===== src/rtl/pixel_addr_scanner.sv =====
// Purpose: walks a width x height pixel window row-major, emitting one byte address per beat.
// Latency: start sampled at N -> LOAD at N+1 -> first beat at N+2; last accept at M -> done at M+1.
// Backpressure: valid/ready; a stalled beat holds x/y/address; one beat per cycle incl. row wrap.
//
// Ports:
//   clk, n_rst            clock, async active-low reset
//   start, clear          job request (IDLE only), synchronous abort (highest priority)
//   width, height, stride window size and row pitch in pixels (latched at start)
//   pixel_size, offset    bytes per pixel, byte address of pixel (0,0) (latched at start)
//   out_valid/out_ready   beat handshake; x, y, address describe the current beat
//   busy, done            high in LOAD/RUN; one-cycle pulse on normal completion
module pixel_addr_scanner #(
  parameter int XBITS     = 10,
  parameter int YBITS     = 10,
  parameter int PIXELBITS = 4,
  parameter int ADDRBITS  = 32
) (
  input  logic                 clk,
  input  logic                 n_rst,
  input  logic                 start,
  input  logic                 clear,
  input  logic [XBITS-1:0]     width,
  input  logic [YBITS-1:0]     height,
  input  logic [XBITS-1:0]     stride,
  input  logic [PIXELBITS-1:0] pixel_size,
  input  logic [ADDRBITS-1:0]  offset,
  input  logic                 out_ready,
  output logic                 out_valid,
  output logic [XBITS-1:0]     x,
  output logic [YBITS-1:0]     y,
  output logic [ADDRBITS-1:0]  address,
  output logic                 busy,
  output logic                 done
);

  localparam int PRODBITS = PIXELBITS + XBITS;
  localparam logic [XBITS-1:0] XONE = XBITS'(1);
  localparam logic [YBITS-1:0] YONE = YBITS'(1);

  typedef enum logic [1:0] {IDLE, LOAD, RUN, DONE} state_t;

  state_t state, state_nxt;

  // Job parameters captured at start; the live inputs are ignored afterwards.
  logic [XBITS-1:0]     width_q;
  logic [YBITS-1:0]     height_q;
  logic [XBITS-1:0]     stride_q;
  logic [PIXELBITS-1:0] psize_q;
  logic [ADDRBITS-1:0]  offset_q;

  logic [ADDRBITS-1:0]  row_step;
  logic [ADDRBITS-1:0]  row_base;
  logic [PRODBITS-1:0]  prod;

  logic accept;
  logic last_col;
  logic last_row;

  // The only multiply: one row pitch in bytes, computed once per job in LOAD.
  assign prod     = PRODBITS'(stride_q) * PRODBITS'(psize_q);
  assign accept   = out_valid && out_ready;
  assign last_col = (x == width_q - XONE);
  assign last_row = (y == height_q - YONE);

  always_ff @(posedge clk or negedge n_rst) begin
    if (!n_rst) begin
      state <= IDLE;
    end else begin
      state <= state_nxt;
    end
  end

  always_comb begin
    state_nxt = state;
    out_valid = 1'b0;
    busy      = 1'b0;
    done      = 1'b0;
    case (state)
      IDLE: begin
        if (start) state_nxt = LOAD;
      end
      LOAD: begin
        busy = 1'b1;
        if (width_q == '0 || height_q == '0) state_nxt = DONE;
        else                                 state_nxt = RUN;
      end
      RUN: begin
        busy      = 1'b1;
        out_valid = 1'b1;
        if (accept && last_col && last_row) state_nxt = DONE;
      end
      DONE: begin
        done      = 1'b1;
        state_nxt = IDLE;
      end
      default: state_nxt = IDLE;
    endcase
    if (clear) state_nxt = IDLE;
  end

  always_ff @(posedge clk or negedge n_rst) begin
    if (!n_rst) begin
      width_q  <= '0;
      height_q <= '0;
      stride_q <= '0;
      psize_q  <= '0;
      offset_q <= '0;
      row_step <= '0;
      row_base <= '0;
      x        <= '0;
      y        <= '0;
      address  <= '0;
    end else if (!clear) begin
      case (state)
        IDLE: begin
          if (start) begin
            width_q  <= width;
            height_q <= height;
            stride_q <= stride;
            psize_q  <= pixel_size;
            offset_q <= offset;
          end
        end
        LOAD: begin
          row_step <= ADDRBITS'(prod);
          row_base <= offset_q;
          address  <= offset_q;
          x        <= '0;
          y        <= '0;
        end
        RUN: begin
          if (accept) begin
            if (!last_col) begin
              x       <= x + XONE;
              address <= address + ADDRBITS'(psize_q);
            end else if (!last_row) begin
              // Next row starts from the row base, not from the running address,
              // so stride > width needs no per-row correction term.
              x        <= '0;
              y        <= y + YONE;
              row_base <= row_base + row_step;
              address  <= row_base + row_step;
            end
          end
        end
        default: ;
      endcase
    end
  end

endmodule

===== config.mk =====
export PLATFORM = sky130hd
export DESIGN_NAME = pixel_addr_scanner
export DESIGN_NICKNAME = d
export VERILOG_FILES = /design/src/rtl/pixel_addr_scanner.sv
export SDC_FILE = /design/constraint.sdc
export NUM_CORES = 1
export LEC_CHECK = 0
export CAP_MARGIN = 20
export CORE_MARGIN = 4
export CORE_UTILIZATION = 30
export DETAILED_ROUTE_END_ITERATION = 7
export GPL_TIMING_DRIVEN = 0
export PLACE_DENSITY = 0.48
export SLEW_MARGIN = 20
export SYNTH_ARGS = -nofsm -noshare
export SYNTH_HDL_FRONTEND = slang
export SYNTH_SLANG_ARGS = --single-unit

===== constraint.sdc =====
create_clock -name clk -period 3.6 [get_ports clk]
set_input_delay 0.54 -clock clk [delete_from_list [all_inputs] [get_ports clk]]
set_output_delay 0.54 -clock clk [all_outputs]
set_load 0.03 [all_outputs]

==> results.sh, run 1 <==
export IMPL_status="completed"
export IMPL_root_buffer="clkbuf_16"
export IMPL_max_cap_violations=0
export IMPL_synth_edf_count=0
export IMPL_avgViaCountPerCell=5.33
export IMPL_rsz0062_at_grt="yes"
export IMPL_fin_crit_ns=3.49
export IMPL_drt_iter0_drc=862
export IMPL_drive_gt1_share_pct=13.8
export IMPL_worstSetupEndpointType="register"
export IMPL_place_hpwl_microns=29700
export IMPL_finalHoldViolations=0
export IMPL_crit_fanout=10
export IMPL_cts_tree="done"
export IMPL_worstSetupStartpointType="register"
export IMPL_clk_pin_slew_ns=0.07
export IMPL_routedWlPerCell_microns=21.1
export IMPL_syn_inst=1236
export IMPL_fin_area_sq_um=14200
export IMPL_grt_overflow=0
export IMPL_power_mw=14.3
export IMPL_ys_types=77
export IMPL_synth_top_cells_by_count="dfrtp_1, nand2_1, nor2_1, mux2_2, clkbuf_1"
export IMPL_place_congestion=0.935
export IMPL_syn_nets=1371
export IMPL_clock_path_buffers=2
export IMPL_synth_top_area_cell="dfrtp_1"
export IMPL_total_leakage_power_nw=5.80
export IMPL_clk_insertion_delay_late_ns=0.45
export IMPL_firstDrtPassIters=5
export IMPL_cts_sinks=166
export IMPL_slew_headroom_pct=32.1
export IMPL_placed_cell_area_sq_um=13200
export IMPL_io_buffers=125
export IMPL_arrival_ns=3.86
export IMPL_grt_first_pass_wirelength_microns=61100
export IMPL_route_detailed_drc=0
export IMPL_grt_usage_pct=19.5
export IMPL_core_area_sq_um=36900
export IMPL_ys_seq_area_share_pct=36.7
export IMPL_path_class="reg2reg"
export IMPL_synth_most_common_cell="dfrtp_1"
export IMPL_fp_dieW_microns=202
export IMPL_syn_area_per_cell_sq_um=9.15
export IMPL_diodes=0
export IMPL_tightest_slew_ns=1.02
export IMPL_num_vias=10200
export IMPL_setup_violations=0
export IMPL_antenna_found_initial=0
export IMPL_wl_microns=40500
export IMPL_rows=70
export IMPL_dp_cells=1867
export IMPL_grt_pass1_vias=9955
export IMPL_nets=1534
export IMPL_period_share_pct=97.0
export IMPL_yosysWarnings=0
export IMPL_postCtsHoldBufs=0
export IMPL_synthFlopType="dfrtp_1"
export IMPL_clock_skew_ns=0.0123
export IMPL_required_ns=3.97
export IMPL_ctsHtreeMaxLevel=4
export IMPL_hold_class="in2async"
export IMPL_p_per_area_nw_per_um2=1010
export IMPL_cts_buffers=17
export IMPL_synth_top_cell_area_share_pct=36.7
export IMPL_fmax_ghz=0.286
export IMPL_syn_area_sq_um=11300
export IMPL_instances_no_fill=1916
export IMPL_syn_to_final_growth_pct=26.0
export IMPL_pin_count=126
export IMPL_slew_violations=0
export IMPL_grt_max_degree=87
export IMPL_dieArea_sq_um=40900
export IMPL_ant_nets=0
export IMPL_start_util_pct=30.7
export IMPL_synth_area_leaders="dfrtp_1, mux2_2, ha_1"
export IMPL_dieHeight_microns=202
export IMPL_ir_drop_mv=0.617
export IMPL_async_flop_share_pct=100
export IMPL_ys_ff_latch=166
==> what timing repair did <==
item	4_1_cts	5_1_grt
cloned	0	1
resized for setup	52	43
setup endpoints to repair	93	85
buffers inserted	8	9
pin swaps	9	14
==> area by class of cell <==
| class | count | area (sq um) |
|---|---|---|
| clock inverters | 14 | 175 |
| plain buffers | 68 | 380 |
| inverters | 50 | 188 |
| well taps | 504 | 631 |
| multi-input cells | 951 | 6860 |
| clock buffers | 18 | 429 |
| flip-flops and latches | 166 | 4160 |
| repair buffers | 145 | 1430 |
| fillers | 3696 | 22600 |
==> per-layer routing <==
layer	global-route usage [%]	vias to the layer above	routed length, microns
met5	0	-	0
met4	7.25	0	1220
met3	3.26	60	2040
met2	31.9	294	19300
met1	25.9	5060	17900
li1	-	4795	-
==> cell families after synthesis <==
family	Yosys count	synth area share [%]
xor+xnor	72	5.58
mux	80	7.89
buf+inv	119	4.08
flops	166	36.7
simple gates	466	20.8
fa+ha+maj	64	8.28
compound gates	269	16.7
==> registers in the layout, summed over array words and instances (netlist names) <==
name      count
state         2
row_base     32
psize_q       4
y            10
height_q     10
address      32
width_q      10
offset_q     32
x            10
stride_q     10
row_step     14
==> stage by stage <==
step	setup slack (ns)	TNS, ns	utilization [%]	hold WS (ns)
after floorplan	0.0153	0	-	0.244
after global placement	-5.70	-990.75	35.8	0.472
after detailed placement	-0.752	-48.90	35.9	0.478
after CTS	0.00149	0	38.1	0.129
after global routing	-0.0272	-0.0356	38.6	0.161
final	0.107	0	38.6	0.107
==> where the power goes <==
part	internal [mW]	leakage [nW]	switching, mW
clock	1.10	0.293	0.865
sequential	2.66	2.01	0.959
combinational	3.71	3.50	5.03
total	7.47	5.80	6.85
==> path summary, 6_finish.rpt <==
path	start	end	slack [ns]	cells past startpoint
setup / recovery	state[0]$_DFFE_PN0P_	row_base[7]$_DFFE_PN0P_	0.11	9
hold / removal	n_rst	offset_q[8]$_DFFE_PN0P_	0.11	1
setup reg to reg	state[0]$_DFFE_PN0P_	row_base[7]$_DFFE_PN0P_	0.11	9
hold reg to reg	row_step[0]$_DFFE_PN0P_	row_step[0]$_DFFE_PN0P_	0.49	2
max in group asynchronous	n_rst	width_q[0]$_DFFE_PN0P_	2.57	2
min in group clk	row_step[0]$_DFFE_PN0P_	row_step[0]$_DFFE_PN0P_	0.49	2
==> critical path, cell delays in order, from the launching register on <==
cell and delay [ns]:
dfrtp_1 0.42, inv_1 0.10, ha_1 0.29, clkbuf_1 0.37, inv_1 0.35, clkbuf_1 0.59
buf_1 0.56, nand2_1 0.28, a21boi_0 0.22, o21ai_0 0.22
==> cell usage in the layout, fill, tap and decap left out, types with 6 or more instances in the layout <==
master,count
xor2_1,29
a31oi_1,29
nor3_1,31
nand3b_1,6
xnor2_1,43
or3_1,15
clkdlybuf4s50_1,124
clkbuf_1,39
fa_1,18
nand4_1,23
or2_2,7
dfrtp_1,162
buf_2,7
or4_1,8
a21boi_0,6
buf_4,21
nand2b_1,10
o21ai_0,50
nor2_1,92
a211oi_1,12
o211ai_1,16
mux2_2,72
nand3_1,43
inv_1,50
a21o_1,13
a21oi_1,36
ha_1,43
clkbuf_16,17
o31ai_1,10
o21a_1,8
nor4_1,7
and2_1,34
a211o_1,7
nor2b_1,18
mux2i_1,7
and3_1,24
nand2_1,124
a22oi_1,6
Note: power is estimated with default switching activity, not from simulation.
==> run 2, diff against run 1 <==
--- a/config.mk
+++ b/config.mk
@@ -5,13 +5,14 @@
 export SDC_FILE = /design/constraint.sdc
 export NUM_CORES = 1
 export LEC_CHECK = 0
+export ABC_CLOCK_PERIOD_IN_PS = 3600
 export CAP_MARGIN = 20
 export CORE_MARGIN = 4
 export CORE_UTILIZATION = 30
 export DETAILED_ROUTE_END_ITERATION = 7
 export GPL_TIMING_DRIVEN = 0
 export PLACE_DENSITY = 0.48
-export SLEW_MARGIN = 20
+export SLEW_MARGIN = 5
 export SYNTH_ARGS = -nofsm -noshare
 export SYNTH_HDL_FRONTEND = slang
 export SYNTH_SLANG_ARGS = --single-unit
==> results.sh, run 2 (synthesized netlist as in run 1, its figures left out) <==
export IMPL_finalHoldViolations=0
export IMPL_nets=1530
export IMPL_fin_crit_ns=3.49
export IMPL_path_class="reg2reg"
export IMPL_grt_pass1_vias=9898
export IMPL_antenna_found_initial=1
export IMPL_tightest_slew_ns=1.07
export IMPL_cts_tree="done"
export IMPL_diodes=0
export IMPL_reg2regPathDepth=11
export IMPL_firstDrtPassIters=6
export IMPL_grt_overflow=0
export IMPL_period_share_pct=97.0
export IMPL_worstSetupEndpointType="register"
export IMPL_num_vias=10100
export IMPL_final_common_cell="dfrtp_1"
export IMPL_max_cap_violations=0
export IMPL_route_detailed_drc=0
export IMPL_worstSetupStartpointType="register"
export IMPL_r2r_start="psize_q[1]$_DFFE_PN0P_"
export IMPL_clk_pin_slew_ns=0.07
export IMPL_required_ns=3.97
export IMPL_slew_violations=0
export IMPL_syn_to_final_growth_pct=25.2
export IMPL_drt_iter0_drc=707
export IMPL_wl_met3_microns=2130
export IMPL_grt_usage_pct=19.3
export IMPL_dieArea_sq_um=40900
export IMPL_startpoint="psize_q[1]$_DFFE_PN0P_"
export IMPL_wl_microns=40300
export IMPL_avgViaCountPerCell=5.28
export IMPL_rrSetupSlack_ns=0.11
export IMPL_start_util_pct=30.7
export IMPL_dieHeight_microns=202
export IMPL_slowest_stage="a2111oi_2"
export IMPL_arrival_ns=3.87
export IMPL_clk_insertion_delay_late_ns=0.45
export IMPL_timing_final_ws_setup_ns=0.106
export IMPL_slew_headroom_pct=28.4
export IMPL_status="completed"
export IMPL_cts_buffers=17
export IMPL_ant_nets=0
export IMPL_grt_max_degree=87
export IMPL_drive_gt1_share_pct=13.6
export IMPL_root_buffer="clkbuf_16"
export IMPL_ir_drop_mv=0.616
export IMPL_clock_skew_ns=0.0135
export IMPL_io_buffers=125
export IMPL_regArea_sq_um=4160
export IMPL_pin_count=126
export IMPL_routedWlPerCell_microns=21.1
export IMPL_setup_violations=0
export IMPL_grt_first_pass_wirelength_microns=60600
export IMPL_fin_hold_ws_ns=0.108
export IMPL_r2r_end="address[30]$_DFFE_PN0P_"
export IMPL_wl_met2_microns=19100
export IMPL_wl_met1_microns=17900
export IMPL_fp_dieW_microns=202
export IMPL_dr_max_layer_used="met4"
export IMPL_rows=70
export IMPL_hold_class="in2async"
export IMPL_core_area_sq_um=36900
export IMPL_clock_path_buffers=2
export IMPL_fmax_ghz=0.286
export IMPL_final_cell_mix="dfrtp_1, nand2_1, clkdlybuf4s50_1, nor2_1, mux2_2"
export IMPL_ctsHtreeMaxLevel=4
export IMPL_p_clk_share_pct=13.1
export IMPL_slowest_delay_ns=0.93
export IMPL_fillers=3717
export IMPL_place_hpwl_microns=29700
export IMPL_p_seq_share_pct=25.5
export IMPL_p_comb_share_pct=61.5
export IMPL_p_per_area_nw_per_um2=999
export IMPL_p_sw_mw=6.80
export IMPL_switching_share_pct=48.1
export IMPL_cts_sinks=166
export IMPL_crit_fanout=6
export IMPL_internal_power_mw=7.33
export IMPL_postCtsHoldBufs=0
export IMPL_top_regs="address x32, offset_q x32, row_base x32"
export IMPL_post_place_ws_ns=-0.772
export IMPL_crit_chain="buf_8, buf_4, inv_1, fa_1, nor2b_1, o21ai_0, a2111oi_2, nand3_1, xor2_1, a221o_1, a31oi_1"
export IMPL_total_leakage_power_nw=5.76
export IMPL_multiInputGateArea_sq_um=6840
export IMPL_place_congestion=0.935
==> run 2: routing by layer <==
layer  vias to the layer above  global-route usage [%]
li1                       4779                       -
met1                      4975                    25.8
met2                       278                    31.9
met3                        68                    3.34
met4                         0                    6.50
met5                         -                       0
==> run 2: worst max path at each step <==
stage                          endpoint  cells past startpoint  slack, ns
2_1_floorplan  row_step[11]$_DFFE_PN0P_                     13       0.02
3_3_place_gp    height_q[4]$_DFFE_PN0P_                      1      -5.70
3_5_place_dp   row_base[15]$_DFFE_PN0P_                     11      -0.77
4_1_cts         row_step[9]$_DFFE_PN0P_                     13      0.005
5_1_grt         address[17]$_DFFE_PN0P_                     12     -0.009
6_report        address[30]$_DFFE_PN0P_                     11       0.11
==> run 2: area by class of cell <==
type / instances / share of cell area [%]
timing repair buffer: 141 / 9.89
inverter: 50 / 1.33
clock inverter: 13 / 0.875
buffer: 68 / 2.59
multi-input combinational: 951 / 48.3
sequential: 166 / 29.4
tap: 504 / 4.46
clock buffer: 19 / 3.13
==> run 2: stage by stage <==
stage	setup TNS [ns]	power (mW)	utilization, %	cell area [sq um]	instances
2_1_floorplan	0	9.03	-	11300	1236
3_3_place_gp	-990.75	11.6	35.8	13200	1865
3_5_place_dp	-50.42	11.7	35.9	13200	1866
4_1_cts	0	14.0	38.0	14000	1904
5_1_grt	-0.0180	15.3	38.4	14200	1912
6_report	0	14.1	38.4	14200	1912
==> run 2: critical path, delay by kind of cell (launching register included) <==
family          cells  cell delay [ns]
flops               1             0.41
simple gates        2             0.30
buf+inv             3             0.32
fa+ha+maj           1             0.44
compound gates      4             1.72
xor+xnor            1             0.22
==> run 2: what timing repair did <==
action                                  CTS  global route
endpoints found under the setup margin   93            68
pin swaps                                 8            14
gates cloned                              0             0
resized for setup                        54            26
buffers inserted                          7             8
==> run 2: power groups by stage <==
stage               Sequential [mW]  Clock (mW)  Combinational (mW)
floorplan                      3.57           0                5.47
global placement               3.65           0                7.96
detailed placement             3.64           0                8.04
CTS                            3.61        1.90                8.46
global route                   3.71        1.97                9.60
finish                         3.60        1.84                8.69
